### config.mk
export PLATFORM = sky130hd
export DESIGN_NAME = spi_txn_sequencer
export DESIGN_NICKNAME = d
export VERILOG_FILES = /design/src/rtl/spi_txn_sequencer_pkg.sv /design/src/rtl/spi_txn_sequencer_byte_mask.sv /design/src/rtl/spi_txn_sequencer.sv
export SDC_FILE = /design/constraint.sdc
export NUM_CORES = 1
export LEC_CHECK = 0
export ABC_AREA = 0
export BUFFER_PORTS_ARGS = -buffer_cell sky130_fd_sc_hd__buf_2
export CAP_MARGIN = 20
export CORE_MARGIN = 5
export CORE_UTILIZATION = 42
export DETAILED_ROUTE_END_ITERATION = 8
export GPL_ROUTABILITY_DRIVEN = 0
export PLACE_DENSITY = 0.74
export SYNTH_ARGS = -nofsm -noshare
export SYNTH_HDL_FRONTEND = slang
export SYNTH_SLANG_ARGS = --single-unit
### constraint.sdc
create_clock -name clk_i -period 2.8 [get_ports clk_i]
set_input_delay 0.7 -clock clk_i [delete_from_list [all_inputs] [get_ports clk_i]]
set_output_delay 0.7 -clock clk_i [all_outputs]
set_load 0.03 [all_outputs]
### src/rtl/spi_txn_sequencer_pkg.sv
// Shared types and constants for the SPI transaction sequencer.
package spi_txn_pkg;
  localparam int SPI_MAX_BYTES = 4;
  localparam int BCNT_W        = 3;
  localparam int DATA_W        = SPI_MAX_BYTES * 8;

  typedef enum logic [2:0] {
    S_IDLE  = 3'd0,
    S_SETUP = 3'd1,
    S_XFER  = 3'd2,
    S_GAP   = 3'd3,
    S_RESP  = 3'd4
  } state_t;
endpackage

### src/rtl/spi_txn_sequencer_byte_mask.sv
// Byte count -> byte-lane mask; lanes at index >= count are cleared.
module spi_byte_mask
  import spi_txn_pkg::*;
(
  input  logic [BCNT_W-1:0] count,
  output logic [DATA_W-1:0] mask
);
  for (genvar i = 0; i < SPI_MAX_BYTES; i++) begin : g_lane
    assign mask[i*8 +: 8] = {8{count > BCNT_W'(i)}};
  end
endmodule

### src/rtl/spi_txn_sequencer.sv
// Sequences one 1-4 byte SPI transfer per request: setup, enabled transfer
// with timeout, enforced idle gap, then a held valid/ready response.
module spi_txn_sequencer
  import spi_txn_pkg::*;
#(
  parameter int TIMEOUT_CYCLES = 4096,
  parameter int GAP_CYCLES     = 4
) (
  input  logic              clk_i,
  input  logic              rst_i,
  input  logic              req_valid_i,
  output logic              req_ready_o,
  input  logic [DATA_W-1:0] req_data_i,
  input  logic [BCNT_W-1:0] req_bytes_i,
  output logic              rsp_valid_o,
  input  logic              rsp_ready_i,
  output logic [DATA_W-1:0] rsp_data_o,
  output logic              rsp_error_o,
  output logic              spi_enable_o,
  output logic [DATA_W-1:0] spi_write_data_o,
  output logic [BCNT_W-1:0] spi_write_data_bytes_valid_o,
  input  logic [DATA_W-1:0] spi_read_data_i,
  input  logic [BCNT_W-1:0] spi_read_data_bytes_valid_i,
  output logic              busy_o
);
  localparam int TW = (TIMEOUT_CYCLES > 1) ? $clog2(TIMEOUT_CYCLES) : 1;
  localparam int GW = (GAP_CYCLES > 1) ? $clog2(GAP_CYCLES) : 1;

  state_t            state, nxt;
  logic [BCNT_W-1:0] count_q, wbytes_q;
  logic [DATA_W-1:0] wdata_q, rdata_q, wmask, rmask;
  logic              enable_q, rsp_valid_q, rerr_q;
  logic [TW-1:0]     tcnt;
  logic [GW-1:0]     gcnt;
  logic              legal, done, tmo;

  spi_byte_mask u_wmask (.count(req_bytes_i), .mask(wmask));
  spi_byte_mask u_rmask (.count(count_q),     .mask(rmask));

  assign legal = (req_bytes_i != '0) && (req_bytes_i <= BCNT_W'(SPI_MAX_BYTES));
  assign done  = (spi_read_data_bytes_valid_i == count_q);
  // Completion is checked first wherever both are used, so it wins a tie.
  assign tmo   = (TIMEOUT_CYCLES != 0) && (tcnt == TW'(TIMEOUT_CYCLES - 1));

  always_comb begin
    nxt = state;
    case (state)
      S_IDLE:  if (req_valid_i) nxt = legal ? S_SETUP : S_RESP;
      S_SETUP: nxt = S_XFER;
      S_XFER:  if (done || tmo) nxt = (GAP_CYCLES == 0) ? S_RESP : S_GAP;
      S_GAP:   if (gcnt == GW'(GAP_CYCLES - 1)) nxt = S_RESP;
      S_RESP:  if (rsp_ready_i) nxt = S_IDLE;
      default: nxt = S_IDLE;
    endcase
  end

  always_ff @(posedge clk_i) begin
    if (rst_i) begin
      state       <= S_IDLE;
      count_q     <= '0;
      wbytes_q    <= '0;
      wdata_q     <= '0;
      rdata_q     <= '0;
      rerr_q      <= 1'b0;
      enable_q    <= 1'b0;
      rsp_valid_q <= 1'b0;
      tcnt        <= '0;
      gcnt        <= '0;
    end else begin
      state       <= nxt;
      enable_q    <= (nxt == S_XFER);
      rsp_valid_q <= (nxt == S_RESP);
      case (state)
        S_IDLE: if (req_valid_i) begin
          count_q <= req_bytes_i;
          if (legal) begin
            wdata_q  <= req_data_i & wmask;
            wbytes_q <= req_bytes_i;
          end else begin
            rdata_q <= '0;
            rerr_q  <= 1'b1;
          end
        end
        S_SETUP: tcnt <= '0;
        S_XFER: begin
          tcnt <= tcnt + TW'(1);
          if (done) begin
            rdata_q <= spi_read_data_i & rmask;
            rerr_q  <= 1'b0;
          end else if (tmo) begin
            rdata_q <= '0;
            rerr_q  <= 1'b1;
          end
          if (done || tmo) begin
            wdata_q  <= '0;
            wbytes_q <= '0;
            gcnt     <= '0;
          end
        end
        S_GAP: gcnt <= gcnt + GW'(1);
        S_RESP: if (rsp_ready_i) begin
          rdata_q <= '0;
          rerr_q  <= 1'b0;
        end
        default: ;
      endcase
    end
  end

  // Ready is forced low during reset even though the state already reads IDLE.
  assign req_ready_o                  = (state == S_IDLE) && !rst_i;
  assign busy_o                       = (state != S_IDLE);
  assign rsp_valid_o                  = rsp_valid_q;
  assign rsp_data_o                   = rdata_q;
  assign rsp_error_o                  = rerr_q;
  assign spi_enable_o                 = enable_q;
  assign spi_write_data_o             = wdata_q;
  assign spi_write_data_bytes_valid_o = wbytes_q;
endmodule

### After elaboration in Yosys (flattened, before gate mapping)

Cells that the tools add are included.

* output and inout bits: 72
* bits of input ports: 74
* word-level logic and storage cells: 82
* register bits: 90

* bitwise logic cells: 2
* add/sub/neg operators: 2
* reductions and logical operators: 15
* order comparisons: 9
* equal/unequal tests: 15
* mux-type cells: 29

Operator list (number)
* 32-bit 2-to-1 mux: 8
* 32-bit case mux with 3 select lines: 1
* 32-bit AND: 2
* 32-bit case mux with 2 select lines: 1
* 3-bit 2-to-1 mux: 8
* 12-bit case mux with 2 select lines: 1
* 3-bit case mux with 5 select lines: 1
* 12-bit by 1-bit adder with 12-bit output (second input constant): 1
* 12-bit == test (second input constant): 1
* 3-bit by 1-bit > comparator with 1-bit output (second input constant): 4
* 3-bit by 2-bit > comparator with 1-bit output (second input constant): 4
* 2-bit inequality test (second input constant): 5
* 3-bit by 2-bit == test with 1-bit output (second input constant): 3
* 3-bit nonzero test: 3
* 3-bit == test (second input constant): 2
* 3-bit case mux with 2 select lines: 1
* 2-bit nonzero test: 3
* 1-bit 2-to-1 mux: 5
* 5-bit AND reduction: 1
* 2-bit case mux with 2 select lines: 1
* 2-bit AND reduction: 2
* 4-bit AND reduction: 1
* 3-bit by 1-bit == test with 1-bit output (second input constant): 1
* 3-bit == test: 1
* other kinds (10): 11

### Longest topological paths before layout

* depth in word-level cells: 6
* depth in mapped cells: 10
* gate-level depth less buffers: 7

### By module

Synthesis repeated with hierarchy kept, for this count alone.

* cells, all modules: 500
* area, all modules: 4476.8 µm²

By module, submodules not included
* spi_txn_sequencer: instances 1, area an instance 4006.3 µm², cells each 436, seq. area each 1801.7 µm²
* spi_byte_mask: instances 2, area an instance 235.2 µm², cells each 32, seq. area each 0.0 µm²

### Worst setup path after synthesis

OpenSTA, ideal clock, no wires.

* path kind: input to register
* start point: input port req_bytes_i[2]
* end point: register rdata_q[10] (netlist: rsp_data_o[10])
* stages on the path: 10
* buffers on the path: 3
* data required time: 2683 ps
* setup time: 117 ps
* arrival: 2283 ps
* slack: 401 ps
* path through: clkbuf_1 -> inv_1 -> ha_1 -> inv_1 -> and3_1 -> o21ai_0 -> and3_1 -> buf_6 -> buf_6 -> a22o_1

* longest elaborated chain between the ends: 4
* elaborated cells on any way between the ends: 5
* those cells by class: order compare: 1; eq/ne: 1; reduce/logical: 3

RTL lines
* start, declared: RTL line spi_txn_sequencer.sv:14 `input logic [BCNT_W-1:0] req_bytes_i,`
* 3-bit <= comparator or 3-bit nonzero test (tied branches): RTL line spi_txn_sequencer.sv:40 `assign legal = (req_bytes_i != '0) && (req_bytes_i <= BCNT_W'(SPI_MAX_BYTES));`
* 1-bit logical AND *: RTL line spi_txn_sequencer.sv:40
* 2-bit inequality test (no source line) *
* 5-bit AND reduction (no source line) *
* end signal, assigned: RTL line spi_txn_sequencer.sv:88 `rdata_q <= spi_read_data_i & rmask;`
* end, declared: RTL line spi_txn_sequencer.sv:31 `logic [DATA_W-1:0] wdata_q, rdata_q, wmask, rmask;`

Every way passes the cells marked *; elsewhere a longest branch is shown, timed or not.
A chain may end at the register's enable or synchronous reset.

### Final worst setup path

* start point: register state[2]
* end point: register rdata_q[6] (netlist: rsp_data_o[6])

* longest elaborated chain between the ends: 3
* elaborated cells on any way between the ends: 10
* those cells by class: eq/ne: 6; mux: 1; reduce/logical: 3

RTL lines
* start, declared: RTL line spi_txn_sequencer.sv:29 `state_t state, nxt;`
* start signal, assigned: RTL line spi_txn_sequencer.sv:70 `state <= nxt;`
* 3-bit by 2-bit == test with 1-bit output (tied with other cells): RTL line spi_txn_sequencer.sv:73 `case (state)`
* 3-bit inequality test (no source line) (tied with other cells)
* 5-bit AND reduction (no source line)

Parallel ways exist; a longest one is shown, timed or not.

==> results.tsv <==
metric	value	unit
outcome	finished clean	
synth.distinct_cells	40	
yosys_warnings	0	
vias	3403	
root_buffer	clkbuf_8	
place_ws	0.247	ns
postCtsSetupRepairBufs	0	
grt_max_degree	33	
die_x	101	um
start_util	0.428	
syn-num-nets	459	
dp_hpwl	6.68	mm
final_cell_mix	buf_2 (145), dfxtp_1 (90), nand3_1 (51), nor2_1 (38), a21oi_1 (38)	
drive_above_1_share	0.337	
crit_type	reg2reg	
io_pins	146	
p_per_area	597	nW/um^2
cp.buffers_inverters	1	
holdWs	0.467	ns
numPortBuffers	145	
worstRegToRegCells	6	
dr.pass1.iters	4	
tightest_slew	0.604	ns
worst-path-max-fanout	32	
netlist_instances	382	
path_clk_slew	0.09	ns
finalSetupViolCount	0	
crit_required	3.03	ns
layout.nets	599	
placed_area	4320	um^2
cp-end-kind	flip-flop	
critPathLaunch	state[2]	
maxSlewHeadroom	0.594	
ant_nets	0	
area_delta_synth_final	29.9	%
synthArstFlopShare	0	
cp_slowest_cell	or4b_1	
wl_per_cell	14.6	um
drtIter0Drc	210	
numClockSinks	90	
synth_ff_type	dfxtp_1	
ys_seq_area_frac	0.515	
cts_buffer_depth	2	
die_area	10300	um^2
power.leakage	0.00207	uW
antenna_found_initial	0	
crit_arrival	2.64	ns
fin_crit_sh	0.859	
post_cts_resized	0	
max_stage_delay	0.57	ns
synth_area_leaders	dfxtp_1 (51%), a22o_1 (8.0%), nand3_1 (7.3%)	
fin_crit	2.41	ns
cts_htree_levels	3	
clk_latency	0.35	ns
fp-row-count	33	
synth_seq_cells	90	
num_antenna_cells	0	
r2r_start	state[2]	
cts_buffers	9	
hp-class	reg2reg	
r2r_slack	0.39	ns
cp.depth	6	
die-height	101	um
reg2reg_to	rsp_data_o[6]	
grt_pass1_vias	3178	
maxCapViolations	0	
overflow	0	
vias_per_cell	5.39	
slew_violations	0	
synth.largest_area_cell	dfxtp_1	
synth_edf_count	0	
netlist_area	3500	um^2
routed_wl	9.23	mm
ir_drop	0.326	mV
grt_pass1_wl	14.6	mm
core-area	8180	um^2
skew	0.0129	ns
hold_end	spi_write_data_bytes_valid_o[2]	
synth_top_area_share	0.515	
cts_tree	built	
min-delay-start	spi_write_data_bytes_valid_o[2]	
synth.avg_cell_area	9.16	um^2
layout_commonest_cell	buf_2	
crit_path_cell_trace	or3b_1 > or4b_1 > o21a_1 > and3_1 > buf_12 > a22o_1	
worstHoldPathCells	2	
rsz0062_at_grt	no	
fmax	416	MHz
final_area	4550	um^2
drc	0	
critPathLaunchType	flip-flop	
cp_top_family	simple AND/OR/NAND/NOR gates	
hold_buffers	0	
tns	0	ns
grt_use_total	0.173	
timing.final.ws_setup	0.394	ns
hold_violations	0	
==> flip-flops by register name, indices dropped and copies added, names as in the netlist <==
register,count
count_q,3
gcnt,2
rsp_data_o,32
rsp_error_o,1
rsp_valid_o,1
spi_enable_o,1
spi_write_data_bytes_valid_o,3
spi_write_data_o,32
state,3
tcnt,12
==> routing by layer <==
| metal | vias up | GRT usage | share of wire |
|---|---|---|---|
| met3 | 12 | 0.0434 | 0.098 |
| met1 | 1561 | 0.233 | 0.45 |
| met4 | 0 | 0.0634 | 0.016 |
| met2 | 152 | 0.268 | 0.44 |
| li1 | 1678 | - | - |
| met5 | - | 0 | 0 |
==> report_power, final <==
group / internal, uW / switching, uW / leakage, uW / total, uW
registers: 1320 / 26.0 / 0.000728 / 1350
logic: 143 / 252 / 0.00123 / 395
clock network: 529 / 445 / 0.000113 / 974
total: 1990 / 723 / 0.00207 / 2710
==> cells by family (layout without fill, tap and decap cells) <==
kind of cell             after synthesis  in the layout  share of synthesized area
XOR/XNOR                               4              4                     0.0100
buffers and inverters                 33            177                     0.0457
multiplexers                           4              4                     0.0114
AO/OA/AOI/OAI                        100            100                      0.196
flip-flops                            90             90                      0.515
adder cells (fa/ha/maj)                3              3                     0.0107
AND/OR/NAND/NOR                      148            148                      0.212
==> worst max-delay path by stage <==
| stage | slack [ns] | endpoint |
|---|---|---|
| after floorplan | 0.40 | rsp_data_o[10] |
| after global placement | 0.30 | rsp_data_o[3] |
| after detailed placement | 0.25 | rsp_data_o[23] |
| after CTS | 0.39 | rsp_data_o[6] |
| after global routing | 0.27 | rsp_data_o[23] |
| final | 0.39 | rsp_data_o[6] |
==> layout make-up <==
type	instances	area [um^2]
Timing Repair Buffer	158	836
Clock buffer	10	138
Multi-Input combinational cell	259	1540
Fill cell	746	3630
Tap cell	105	131
Clock inverter	5	86.3
Sequential cell	90	1800
Inverter	4	15.0
==> tightest hold or removal path, stage by stage (launching register included) <==
cell and delay (ns):
dfxtp_1 0.32, nand3_1 0.06, a21oi_1 0.05
==> cell usage after synthesis (all sizes together) (2+ instances only) <==
cell,count
nor3,7
inv,4
clkbuf,20
and4,2
nand4,4
a22o,32
a21oi,38
buf,9
dfxtp,90
nor3b,2
a311oi,2
ha,3
or2,2
nand3b,8
nor2,38
a31oi,5
o21ai,8
nand3,51
xor2,3
nand2,21
and2,5
o21a,2
mux2i,4
a32oi,8
and3,3
==> per-stage QoR <==
step	power [uW]	cells	util
6_report	2710	631	0.556
5_1_grt	2830	631	0.556
4_1_cts	2740	631	0.556
3_5_place_dp	1770	616	0.529
3_3_place_gp	1760	616	0.529
2_1_floorplan	1630	382	-
(Power assumes the default switching activity.)
